**src/rtl/elevator_pkg.sv**
```systemverilog
// Shared encodings and state type for the car-side elevator controller.
package elevator_pkg;

  localparam int NFLOOR_DEF = 10;

  localparam logic [1:0] MOTOR_STOP = 2'b00;
  localparam logic [1:0] MOTOR_UP   = 2'b01;
  localparam logic [1:0] MOTOR_DOWN = 2'b10;

  localparam logic [1:0] DIR_NONE = 2'b00;
  localparam logic [1:0] DIR_UP   = 2'b01;
  localparam logic [1:0] DIR_DOWN = 2'b10;

  typedef enum logic [1:0] {
    IDLE,
    MOVE_UP,
    MOVE_DOWN,
    DOOR_OPEN
  } car_state_t;

  function automatic int max_int(input int a, input int b);
    return (a > b) ? a : b;
  endfunction

endpackage

```
**src/rtl/cycle_timer.sv**
```systemverilog
// Down-counting cycle timer: load arms it, done flags the last enabled cycle.
module cycle_timer #(
  parameter int W = 3
) (
  input  logic         clk,
  input  logic         rst,
  input  logic         load,
  input  logic [W-1:0] load_val,
  input  logic         enable,
  output logic         done
);

  logic [W-1:0] count_q, count_d;

  assign done = enable && (count_q <= W'(1));

  // Load wins over counting so a caller can re-arm on the same edge it sees done.
  always_comb begin
    count_d = count_q;
    if (load) begin
      count_d = load_val;
    end else if (enable && (count_q > W'(1))) begin
      count_d = count_q - W'(1);
    end
  end

  always_ff @(posedge clk) begin
    if (!rst) begin
      count_q <= '0;
    end else begin
      count_q <= count_d;
    end
  end

endmodule

```
**src/rtl/car_dispatch_responder.sv**
```systemverilog
// Car-side responder: latches assigned/car calls, runs a SCAN sequence between floors,
// drives motor and door, and pulses the floor whose calls were just served.
module car_dispatch_responder
  import elevator_pkg::*;
#(
  parameter int  NFLOOR     = NFLOOR_DEF,
  parameter int  TRAVEL_CYC = 4,
  parameter int  DOOR_CYC   = 3,
  localparam int FLOOR_W    = $clog2(NFLOOR + 1)
) (
  input  logic               clk,
  input  logic               rst,
  input  logic [NFLOOR:0]    floor_assign,
  input  logic [NFLOOR:0]    req_in_lift,
  output logic [1:0]         motor_signal,
  output logic [FLOOR_W-1:0] lift_state,
  output logic [1:0]         car_dir,
  output logic               door_open,
  output logic [NFLOOR:0]    serviced,
  output logic               busy
);

  localparam int TW = $clog2(max_int(TRAVEL_CYC, DOOR_CYC) + 1);

  car_state_t         state_q, state_d;
  logic [NFLOOR:0]    pending_q, pending_d, pending_set, pending_clr;
  logic [FLOOR_W-1:0] lift_state_q, lift_state_d, up_floor, dn_floor;
  logic [1:0]         motor_q, motor_d, car_dir_q, car_dir_d;
  logic               door_q, door_d, busy_q, busy_d;
  logic [NFLOOR:0]    serviced_q, serviced_d;

  logic [NFLOOR:0]    above_cur, below_cur, above_up, below_dn;
  logic               has_above, has_below, near_valid, near_up;
  logic               leave_up, leave_dn, cur_req;
  int                 up_pos, dn_pos;
  logic               trav_load, trav_en, trav_done;
  logic               dwell_load, dwell_en, dwell_done;

  assign up_floor = (int'(lift_state_q) < NFLOOR) ? lift_state_q + FLOOR_W'(1) : lift_state_q;
  assign dn_floor = (lift_state_q != '0) ? lift_state_q - FLOOR_W'(1) : lift_state_q;

  for (genvar gi = 0; gi <= NFLOOR; gi++) begin : g_mask
    assign above_cur[gi] = pending_q[gi] && (gi > int'(lift_state_q));
    assign below_cur[gi] = pending_q[gi] && (gi < int'(lift_state_q));
    assign above_up[gi]  = pending_q[gi] && (gi > int'(up_floor));
    assign below_dn[gi]  = pending_q[gi] && (gi < int'(dn_floor));
  end

  assign has_above  = |above_cur;
  assign has_below  = |below_cur;
  assign near_valid = has_above || has_below;

  // Nearest call above is the lowest set bit above cur; nearest below the highest below.
  always_comb begin
    up_pos  = NFLOOR;
    dn_pos  = 0;
    near_up = 1'b0;
    for (int f = NFLOOR; f >= 0; f--) begin
      if (above_cur[f]) up_pos = f;
    end
    for (int f = 0; f <= NFLOOR; f++) begin
      if (below_cur[f]) dn_pos = f;
    end
    if (has_above) begin
      near_up = !has_below ||
                ((up_pos - int'(lift_state_q)) <= (int'(lift_state_q) - dn_pos));
    end
  end

  always_comb begin
    leave_up = 1'b0;
    leave_dn = 1'b0;
    case (car_dir_q)
      DIR_UP: begin
        leave_up = has_above;
        leave_dn = !has_above && has_below;
      end
      DIR_DOWN: begin
        leave_dn = has_below;
        leave_up = !has_below && has_above;
      end
      default: begin
        leave_up = near_valid && near_up;
        leave_dn = near_valid && !near_up;
      end
    endcase
  end

  always_comb begin
    state_d      = state_q;
    lift_state_d = lift_state_q;
    car_dir_d    = car_dir_q;
    serviced_d   = '0;
    pending_clr  = '0;
    pending_set  = floor_assign | req_in_lift;
    trav_load    = 1'b0;
    dwell_load   = 1'b0;
    cur_req      = floor_assign[lift_state_q] | req_in_lift[lift_state_q];
    case (state_q)
      IDLE: begin
        car_dir_d = DIR_NONE;
        if (pending_q[lift_state_q]) begin
          state_d                   = DOOR_OPEN;
          dwell_load                = 1'b1;
          pending_clr[lift_state_q] = 1'b1;
          serviced_d[lift_state_q]  = 1'b1;
        end else if (near_valid) begin
          trav_load = 1'b1;
          state_d   = near_up ? MOVE_UP : MOVE_DOWN;
          car_dir_d = near_up ? DIR_UP : DIR_DOWN;
        end
      end
      MOVE_UP: begin
        if (trav_done) begin
          lift_state_d = up_floor;
          if (pending_q[up_floor]) begin
            state_d               = DOOR_OPEN;
            dwell_load            = 1'b1;
            pending_clr[up_floor] = 1'b1;
            serviced_d[up_floor]  = 1'b1;
          end else if (|above_up) begin
            trav_load = 1'b1;
          end else begin
            state_d   = IDLE;
            car_dir_d = DIR_NONE;
          end
        end
      end
      MOVE_DOWN: begin
        if (trav_done) begin
          lift_state_d = dn_floor;
          if (pending_q[dn_floor]) begin
            state_d               = DOOR_OPEN;
            dwell_load            = 1'b1;
            pending_clr[dn_floor] = 1'b1;
            serviced_d[dn_floor]  = 1'b1;
          end else if (|below_dn) begin
            trav_load = 1'b1;
          end else begin
            state_d   = IDLE;
            car_dir_d = DIR_NONE;
          end
        end
      end
      DOOR_OPEN: begin
        // A call for the open floor is answered on the spot and never latched.
        pending_set[lift_state_q] = 1'b0;
        if (cur_req) begin
          serviced_d[lift_state_q] = 1'b1;
          dwell_load               = 1'b1;
        end else if (dwell_done) begin
          if (leave_up) begin
            state_d   = MOVE_UP;
            car_dir_d = DIR_UP;
            trav_load = 1'b1;
          end else if (leave_dn) begin
            state_d   = MOVE_DOWN;
            car_dir_d = DIR_DOWN;
            trav_load = 1'b1;
          end else begin
            state_d   = IDLE;
            car_dir_d = DIR_NONE;
          end
        end
      end
      default: state_d = IDLE;
    endcase
  end

  assign pending_d = (pending_q & ~pending_clr) | pending_set;
  assign door_d    = (state_d == DOOR_OPEN);
  assign busy_d    = (|pending_d) || (state_d != IDLE);
  assign trav_en   = (state_q == MOVE_UP) || (state_q == MOVE_DOWN);
  assign dwell_en  = (state_q == DOOR_OPEN);

  always_comb begin
    motor_d = MOTOR_STOP;
    if (state_d == MOVE_UP)   motor_d = MOTOR_UP;
    if (state_d == MOVE_DOWN) motor_d = MOTOR_DOWN;
  end

  cycle_timer #(.W(TW)) u_travel (
    .clk      (clk),
    .rst      (rst),
    .load     (trav_load),
    .load_val (TW'(TRAVEL_CYC)),
    .enable   (trav_en),
    .done     (trav_done)
  );

  cycle_timer #(.W(TW)) u_dwell (
    .clk      (clk),
    .rst      (rst),
    .load     (dwell_load),
    .load_val (TW'(DOOR_CYC)),
    .enable   (dwell_en),
    .done     (dwell_done)
  );

  always_ff @(posedge clk) begin
    if (!rst) begin
      state_q      <= IDLE;
      pending_q    <= '0;
      lift_state_q <= '0;
      motor_q      <= MOTOR_STOP;
      car_dir_q    <= DIR_NONE;
      door_q       <= 1'b0;
      serviced_q   <= '0;
      busy_q       <= 1'b0;
    end else begin
      state_q      <= state_d;
      pending_q    <= pending_d;
      lift_state_q <= lift_state_d;
      motor_q      <= motor_d;
      car_dir_q    <= car_dir_d;
      door_q       <= door_d;
      serviced_q   <= serviced_d;
      busy_q       <= busy_d;
    end
  end

  always_ff @(posedge clk) begin
    if (rst) begin
      assert (!(state_q == MOVE_UP && int'(lift_state_q) >= NFLOOR));
      assert (!(state_q == MOVE_DOWN && lift_state_q == '0));
      assert (!(motor_q == MOTOR_UP && motor_d == MOTOR_DOWN));
      assert (!(motor_q == MOTOR_DOWN && motor_d == MOTOR_UP));
    end
  end

  assign motor_signal = motor_q;
  assign lift_state   = lift_state_q;
  assign car_dir      = car_dir_q;
  assign door_open    = door_q;
  assign serviced     = serviced_q;
  assign busy         = busy_q;

endmodule

```
**config.mk**
```make
export PLATFORM = sky130hd
export DESIGN_NAME = car_dispatch_responder
export DESIGN_NICKNAME = d
export VERILOG_FILES = /design/src/rtl/elevator_pkg.sv /design/src/rtl/cycle_timer.sv /design/src/rtl/car_dispatch_responder.sv
export SDC_FILE = /design/constraint.sdc
export NUM_CORES = 1
export LEC_CHECK = 0
export BUFFER_PORTS_ARGS = -buffer_cell sky130_fd_sc_hd__buf_2
export CAP_MARGIN = 25
export CELL_PAD_IN_SITES_DETAIL_PLACEMENT = 1
export CELL_PAD_IN_SITES_GLOBAL_PLACEMENT = 2
export CORE_MARGIN = 3
export CORE_UTILIZATION = 35
export CTS_BUF_LIST = sky130_fd_sc_hd__clkbuf_16
export DETAILED_ROUTE_END_ITERATION = 10
export GPL_ROUTABILITY_DRIVEN = 0
export PLACE_DENSITY = 0.87
export SETUP_SLACK_MARGIN = 0.1
export SYNTH_ARGS = -nofsm -noshare
export SYNTH_HDL_FRONTEND = slang
export SYNTH_SLANG_ARGS = --single-unit
```
**constraint.sdc**
```tcl
create_clock -name clk -period 6.57 [get_ports clk]
set_input_delay 0.9855 -clock clk [delete_from_list [all_inputs] [get_ports clk]]
set_output_delay 0.9855 -clock clk [all_outputs]
set_load 0.05 [all_outputs]
```
# --- Word level (Yosys, flattened, before mapping) ---
# Index checks and enable logic that the tools add are counted.
classes:
  add_sub_neg: 6
  magnitude_cmp: 54
  eq_ne: 16
  n_mux: 103
  bitwise_logic: 8
  n_reduce_logical: 76
ops:
  columns: ["op", "n"]
  rows:
  - ["2-to-1 mux 32 bit", 17]
  - ["2-to-1 mux 11 bit", 7]
  - ["2-to-1 mux 2 bit", 27]
  - ["logical AND 1 bit", 53]
  - ["one-hot mux 11 bit (4 select lines)", 1]
  - ["one-hot mux 11 bit (3 select lines)", 1]
  - ["OR reduction 11 bit", 3]
  - ["> comparator 3 x 4 -> 1 bit, first input constant", 8]
  - ["less-or-equal comparator 32 bit", 1]
  - ["< comparator 3 x 4 -> 1 bit, first input constant", 8]
  - ["subtractor 32 x 5 -> 32 bit", 1]
  - ["subtractor 5 x 32 -> 32 bit", 1]
  - ["2-to-1 mux 1 bit", 29]
  - ["> comparator 4 bit, first input constant", 6]
  - ["< comparator 4 bit, first input constant", 6]
  - ["bitwise AND 11 bit", 2]
  - ["inverter 11 bit", 2]
  - ["bitwise OR 11 bit", 2]
  - ["binary-select mux 1 bit (select 4 bit)", 5]
  - ["OR reduction 10 bit", 2]
  - ["> comparator 2 x 4 -> 1 bit, first input constant", 4]
  - ["< comparator 1 x 4 -> 1 bit, first input constant", 4]
  - ["< comparator 2 x 4 -> 1 bit, first input constant", 4]
  - ["2-to-1 mux 4 bit", 4]
  - ["other kinds (28)", 65]
totals:
  ff_bits: 40
  inputBits: 24
  output_inout_bits: 21
  wordCells: 276

# --- Logic depth before layout (Yosys ltp) ---
logic_depth:
  depth_word: 27
  depth_mapped: 29
  depth_no_buf: 26

# --- Cells and area by module ---
# From an unflattened synthesis, not the netlist that was laid out.
unflattened:
  cells_unflattened: 643
  area_unflattened_um2: 4735.8
modules_own_cells:
  columns: ["module", "n_inst", "cells_each", "area_per_inst_um2", "seq_area_each_um2"]
  rows:
  - ["car_dispatch_responder", 1, 589, 4285.4, 680.7]
  - ["cycle_timer", 2, 27, 225.2, 60.1]

# --- Worst setup path before layout ---
# Ideal clock, no wire load.
synth_timing:
  path_type: "reg-to-reg"
  startpoint: "register lift_state_q[0], in the netlist lift_state[0]"
  endpoint: "register busy_q, in the netlist busy"
  setup_time_ns: 0.142
  arrival_ns: 5.687
  t_required_ns: 6.428
  path_slack_ns: 0.741
  path_stages_with_launch: 30
  n_path_buf: 4
  period_less_slack_ns: 5.829
  cell_sequence: "dfxtp_1 -> buf_2 -> inv_1 -> buf_2 -> ha_1 -> clkbuf_1 -> clkbuf_1 -> o21ai_0 -> a32oi_1 -> o22ai_1 -> a22oi_1 -> a31oi_1 -> a31oi_1 -> a31oi_1 -> ha_1 -> inv_1 -> a21o_1 -> a21o_1 -> fa_1 -> inv_1 -> ha_1 -> a211oi_1 -> and3_1 -> o21ai_0 -> nand2_1 -> nor2_1 -> or3b_2 -> and3_1 -> a31oi_2 -> a41oi_1"
synth_between:
  elab_chain_len: 26
  elab_cells_between_ends: 183
  classes_between: "add/sub: 4; order compare: 50; mux: 61; bitwise: 6; reduce/logical: 62"
synth_rtl:
  columns: ["element", "line", "rtl"]
  rows:
  - ["start: declaration", "car_dispatch_responder.sv:27", "logic [FLOOR_W-1:0] lift_state_q, lift_state_d, up_floor, dn_floor;"]
  - ["start signal: assignment", "car_dispatch_responder.sv:213", "lift_state_q <= lift_state_d;"]
  - ["< comparator 1 x 4 -> 1 bit", "car_dispatch_responder.sv:44", "assign below_cur[gi] = pending_q[gi] && (gi < int'(lift_state_q));"]
  - ["logical AND 1 bit", "car_dispatch_responder.sv:44", null]
  - ["2-to-1 mux 1 bit", "car_dispatch_responder.sv:62", "if (below_cur[f]) dn_pos = f;"]
  - ["2-to-1 mux 32 bit (9 in series)", "car_dispatch_responder.sv:62", null]
  - ["subtractor 5 x 32 -> 32 bit", "car_dispatch_responder.sv:66", "((up_pos - int'(lift_state_q)) <= (int'(lift_state_q) - dn_pos));"]
  - ["less-or-equal comparator 32 bit", "car_dispatch_responder.sv:66", null]
  - ["logical OR 1 bit", "car_dispatch_responder.sv:65", "near_up = !has_below ||"]
  - ["2-to-1 mux 1 bit", "car_dispatch_responder.sv:64", "if (has_above) begin"]
  - ["[... 2 more ...]", null, null]
  - ["one-hot mux 1 bit (2 select lines)", "car_dispatch_responder.sv:73", "case (car_dir_q)"]
  - ["2-to-1 mux 2 bit", "car_dispatch_responder.sv:156", "end else if (leave_dn) begin"]
  - ["2-to-1 mux 2 bit", "car_dispatch_responder.sv:152", "if (leave_up) begin"]
  - ["2-to-1 mux 2 bit", "car_dispatch_responder.sv:151", "end else if (dwell_done) begin"]
  - ["2-to-1 mux 2 bit", "car_dispatch_responder.sv:148", "if (cur_req) begin"]
  - ["one-hot mux 2 bit (4 select lines)", "car_dispatch_responder.sv:99", "case (state_q)"]
  - ["nonzero test 2 bit", "car_dispatch_responder.sv:172", "assign busy_d = (|pending_d) || (state_d != IDLE);"]
  - ["logical OR 1 bit (*)", "car_dispatch_responder.sv:172", null]
  - ["end signal: assignment", "car_dispatch_responder.sv:218", "busy_q <= busy_d;"]
  - ["end: declaration", "car_dispatch_responder.sv:29", "logic door_q, door_d, busy_q, busy_d;"]
# Mark *: on every way between the ends. The rest lies on a longest branch, timed or not. The select of a mux whose other input is x is not followed.
# A chain may end at the register's enable or synchronous reset.

# --- Final worst setup path ---
layout_timing:
  startpoint: "register lift_state_q[2], in the netlist lift_state[2]"
  endpoint: "register busy_q, in the netlist busy"
# The elaborated chain is that of the path after synthesis.

==> results.json <==
{
  "run_status": "finished clean",
  "crit_slowest_cell": "dfxtp_1",
  "finish.utilization_pct": 39.8,
  "detailed_router_s_first_iteration_violation_count": 466,
  "grt_usage_pct": 24.8,
  "final_antenna_net_count": 0,
  "synth.cell_area_um2": 4940,
  "cp.required_ns": 6.70,
  "path_buf_inv": 3,
  "firstDrtPassIters": 5,
  "vias_in_the_first_global_route": 5786,
  "synth_top_cell_area_share_pct": 16.2,
  "final.fill_count": 1700,
  "fin_cells": 863,
  "ff_to_ff_path_depth": 25,
  "switchingPower_uw": 968,
  "maxCapViolations": 0,
  "cts.sink_count": 40,
  "period_needed_ns": 5.76,
  "timing.final.max_slew_violations": 0,
  "post_synth_inst_count": 673,
  "reg2reg_slack_ns": 0.81,
  "start_util_pct": 36.6,
  "rsz_0062_raised_after_global_routing": "no",
  "hpwlAfterDp_um": 14800,
  "finalCritPeriodShare_pct": 87.6,
  "die-area_um2": 15600,
  "grt_pass1_wl_um": 31400,
  "clock_insertion_delay_worst_skew_ns": 0.29,
  "synth_seq_cells": 40,
  "critPathLaunch": "lift_state[2]$_SDFFE_PN0P_",
  "seq_power_share_pct": 18.0,
  "route.vias.total": 5508,
  "post_synth_xor_area_fraction_pct": 1.75,
  "placedCellCount": 855,
  "slew_at_the_pin_closest_to_its_max_slew_limit_ns": 0.891,
  "critical_path.top_delay_family": "compound AO/OA/AOI/OAI gates",
  "clock-skew-final_ns": 0.00815,
  "floorplan.io_pins": 45,
  "synth-edff-count": 0,
  "fmax_mhz": 174,
  "cp.depth": 25,
  "cp.arrival_ns": 5.89,
  "setup-tns-final_ns": 0,
  "cts_repair_resize_count": 0,
  "pwr_density_cell_nw_per_um2": 342,
  "grt_antenna_before_repair": 0,
  "max_stage_delay_ns": 0.68,
  "power_report.internal_total_uw": 871,
  "crit-reg2reg-capture": "busy$_SDFF_PN0_",
  "crit_type": "flip-flop to flip-flop",
  "tritoncts.num_buffers": 5,
  "final_hold_viol_count": 0,
  "die_width_um": 125,
  "power_leakage_nw": 2.14,
  "ys_seq_area_share_pct": 16.2,
  "post_synth_fa_ha_maj_area_fraction_pct": 9.46,
  "synthArstFlopShare_pct": 0,
  "share_of_post_route_cells_with_drive_strength_above_1_pct": 15.4,
  "path_common_cell": "a31oi_1",
  "synth_compound_area_share_pct": 32.7,
  "portBuffers": 44,
  "postSynthNetCount": 732,
  "design.final.nets": 745,
  "comb_power_share_pct": 68.4,
  "postSynth.topFlopCell": "dfxtp_1",
  "synth.top_cells.by_area": "dfxtp_1 (16%), ha_1 (7.8%), o21ai_0 (5.0%)",
  "globalRoute.totalOverflow": 0,
  "area.growth.synth_to_final_pct": 8.83,
  "detail_route.drc_violations": 0,
  "ys.warnings.count": 0,
  "avgSynthCellArea_um2": 7.35,
  "netlist.top_cell.by_area": "dfxtp_1",
  "detailed_place.area_um2": 5240,
  "die_h_um": 125,
  "final_cell_area_um2": 5380,
  "vdd_drop_max_mv": 0.185,
  "combinational_family_with_the_most_area_after_synthesis": "compound AO/OA/AOI/OAI gates",
  "clockPowerShare_pct": 13.6,
  "cts_max_path_buffers": 2,
  "tritoncts_clock_tree": "done",
  "cts.reportedPaths.clkPinSlew_ns": 0.07,
  "endpoint_kind": "flip-flop",
  "cts.root.buffer_cell": "clkbuf_16",
  "avgRoutedWirePerCell_um": 23.0,
  "num_antenna_cells": 0,
  "postCtsSetupRepairBufs": 0,
  "crit_path_end": "busy$_SDFF_PN0_",
  "maximum_number_of_pins_on_one_net_before_global_route_repair": 35,
  "regToRegStartpoint": "lift_state[2]$_SDFFE_PN0P_",
  "max_slew_margin_pct": 40.6,
  "switching_share_pct": 52.6,
  "multiplexer_fraction_of_the_synthesized_cell_area_pct": 6.10,
  "wl_final_um": 19900,
  "cts_htree_levels": 2,
  "critical_path.max_fanout": 21,
  "cts.hold.buffers_added": 0,
  "rows": 42,
  "start_kind": "flip-flop",
  "via_density_per_instance": 6.38,
  "synth_simple_gate_area_share_pct": 26.0,
  "timing.final.setup_violations": 0,
  "hold_path_class": "flip-flop to flip-flop",
  "netlist-cell-type-count": 92,
  "core-area_um2": 13500
}
-- stage by stage --
stage	total power [mW]	setup WS [ns]	hold WS [ns]
finish	1.84	0.812	0.493
global route	1.97	0.402	0.542
CTS	1.82	0.861	0.501
detailed placement	1.57	0.864	0.483
global placement	1.52	1.08	0.477
floorplan	1.23	0.741	0.461
-- state kept, by name (all words and copies together) (netlist names) --
name,flops
pending_q,11
serviced,11
lift_state,4
u_dwell.count_q,3
u_travel.count_q,3
car_dir,2
motor_signal,2
state_q,2
busy,1
door_open,1
-- synth_stat cells, drive strengths merged, types with 4 or more instances --
cell	n
nor2	62
nand2	61
o21ai	53
a21oi	46
dfxtp	40
inv	38
clkbuf	32
ha	31
nor3	22
mux2i	20
buf	19
a31oi	17
nand3	17
and2	12
nor2b	11
o22ai	11
and3	10
a21o	8
a22oi	8
nand2b	8
xnor2	8
a32oi	7
a211oi	6
nand4	6
o211ai	6
o31ai	6
or2	6
a221oi	5
a41oi	5
nor3b	5
o311a	5
a2111oi	4
fa	4
mux4	4
nor4	4
o22a	4
o2bb2ai	4
or3	4
or3b	4
-- power groups by stage --
stage / clock network, mW / logic (mW) / registers [mW]
6_report: 0.249 / 1.26 / 0.331
5_1_grt: 0.264 / 1.36 / 0.337
3_5_place_dp: 0 / 1.23 / 0.335
2_1_floorplan: 0 / 0.867 / 0.362
4_1_cts: 0.251 / 1.24 / 0.330
3_3_place_gp: 0 / 1.18 / 0.334
-- kinds of logic (layout without fill, tap and decap cells) --
logic type | after synthesis | in the layout
AO/OA/AOI/OAI | 230 | 230
adder cells (fa/ha/maj) | 35 | 35
multiplexers | 25 | 25
flip-flops | 40 | 40
AND/OR/NAND/NOR | 245 | 245
buffers and inverters | 89 | 103
XOR/XNOR | 9 | 9
-- worst min path at each step --
stage,start,endpoint,slack (ns),cells after the start
after detailed placement,u_dwell.count_q[1]$_SDFFE_PN0P_,u_dwell.count_q[1]$_SDFFE_PN0P_,0.48,2
after CTS,u_dwell.count_q[1]$_SDFFE_PN0P_,u_dwell.count_q[1]$_SDFFE_PN0P_,0.50,2
after global routing,car_dir[1]$_SDFFE_PN0P_,car_dir[1]$_SDFFE_PN0P_,0.54,2
after floorplan,u_dwell.count_q[1]$_SDFFE_PN0P_,u_dwell.count_q[1]$_SDFFE_PN0P_,0.46,2
final,u_dwell.count_q[1]$_SDFFE_PN0P_,u_dwell.count_q[1]$_SDFFE_PN0P_,0.49,2
after global placement,u_dwell.count_q[1]$_SDFFE_PN0P_,u_dwell.count_q[1]$_SDFFE_PN0P_,0.48,2
-- area by class of cell --
| class | instances | area [um^2] | area share, % |
|---|---|---|---|
| Tap cell | 176 | 220 | 4.09 |
| Clock inverter | 3 | 18.8 | 0.349 |
| Sequential cell | 40 | 802 | 14.9 |
| Multi-Input combinational cell | 544 | 3750 | 69.8 |
| Clock buffer | 5 | 125 | 2.33 |
| Timing Repair Buffer | 57 | 318 | 5.91 |
| Inverter | 38 | 143 | 2.65 |
-- tightest hold or removal path, stage by stage, from the launching register on --
cell	delay, ns
dfxtp_1	0.32
a211oi_1	0.06
nor2_1	0.07
-- layer usage --
layer  wire (um)  vias up  track usage (%)
li1            -     2519                -
met1        8270     2664             31.9
met2        9200      253             41.2
met3        1590       72             4.46
met4         813        0             9.50
met5           0        -                0
-- placed cells by master (no fill, tap or decap), types with 12 or more instances in the layout --
master and instances:
a21oi_1 44, ha_1 31, nand3_1 16, dfxtp_1 39, a31oi_1 16, inv_1 37
nand2_1 61, buf_2 44, buf_4 13, nor3_1 18, and2_1 12, nor2_1 61
mux2i_1 20, o21ai_0 49
No activity file was read; power rests on OpenSTA's default activity.
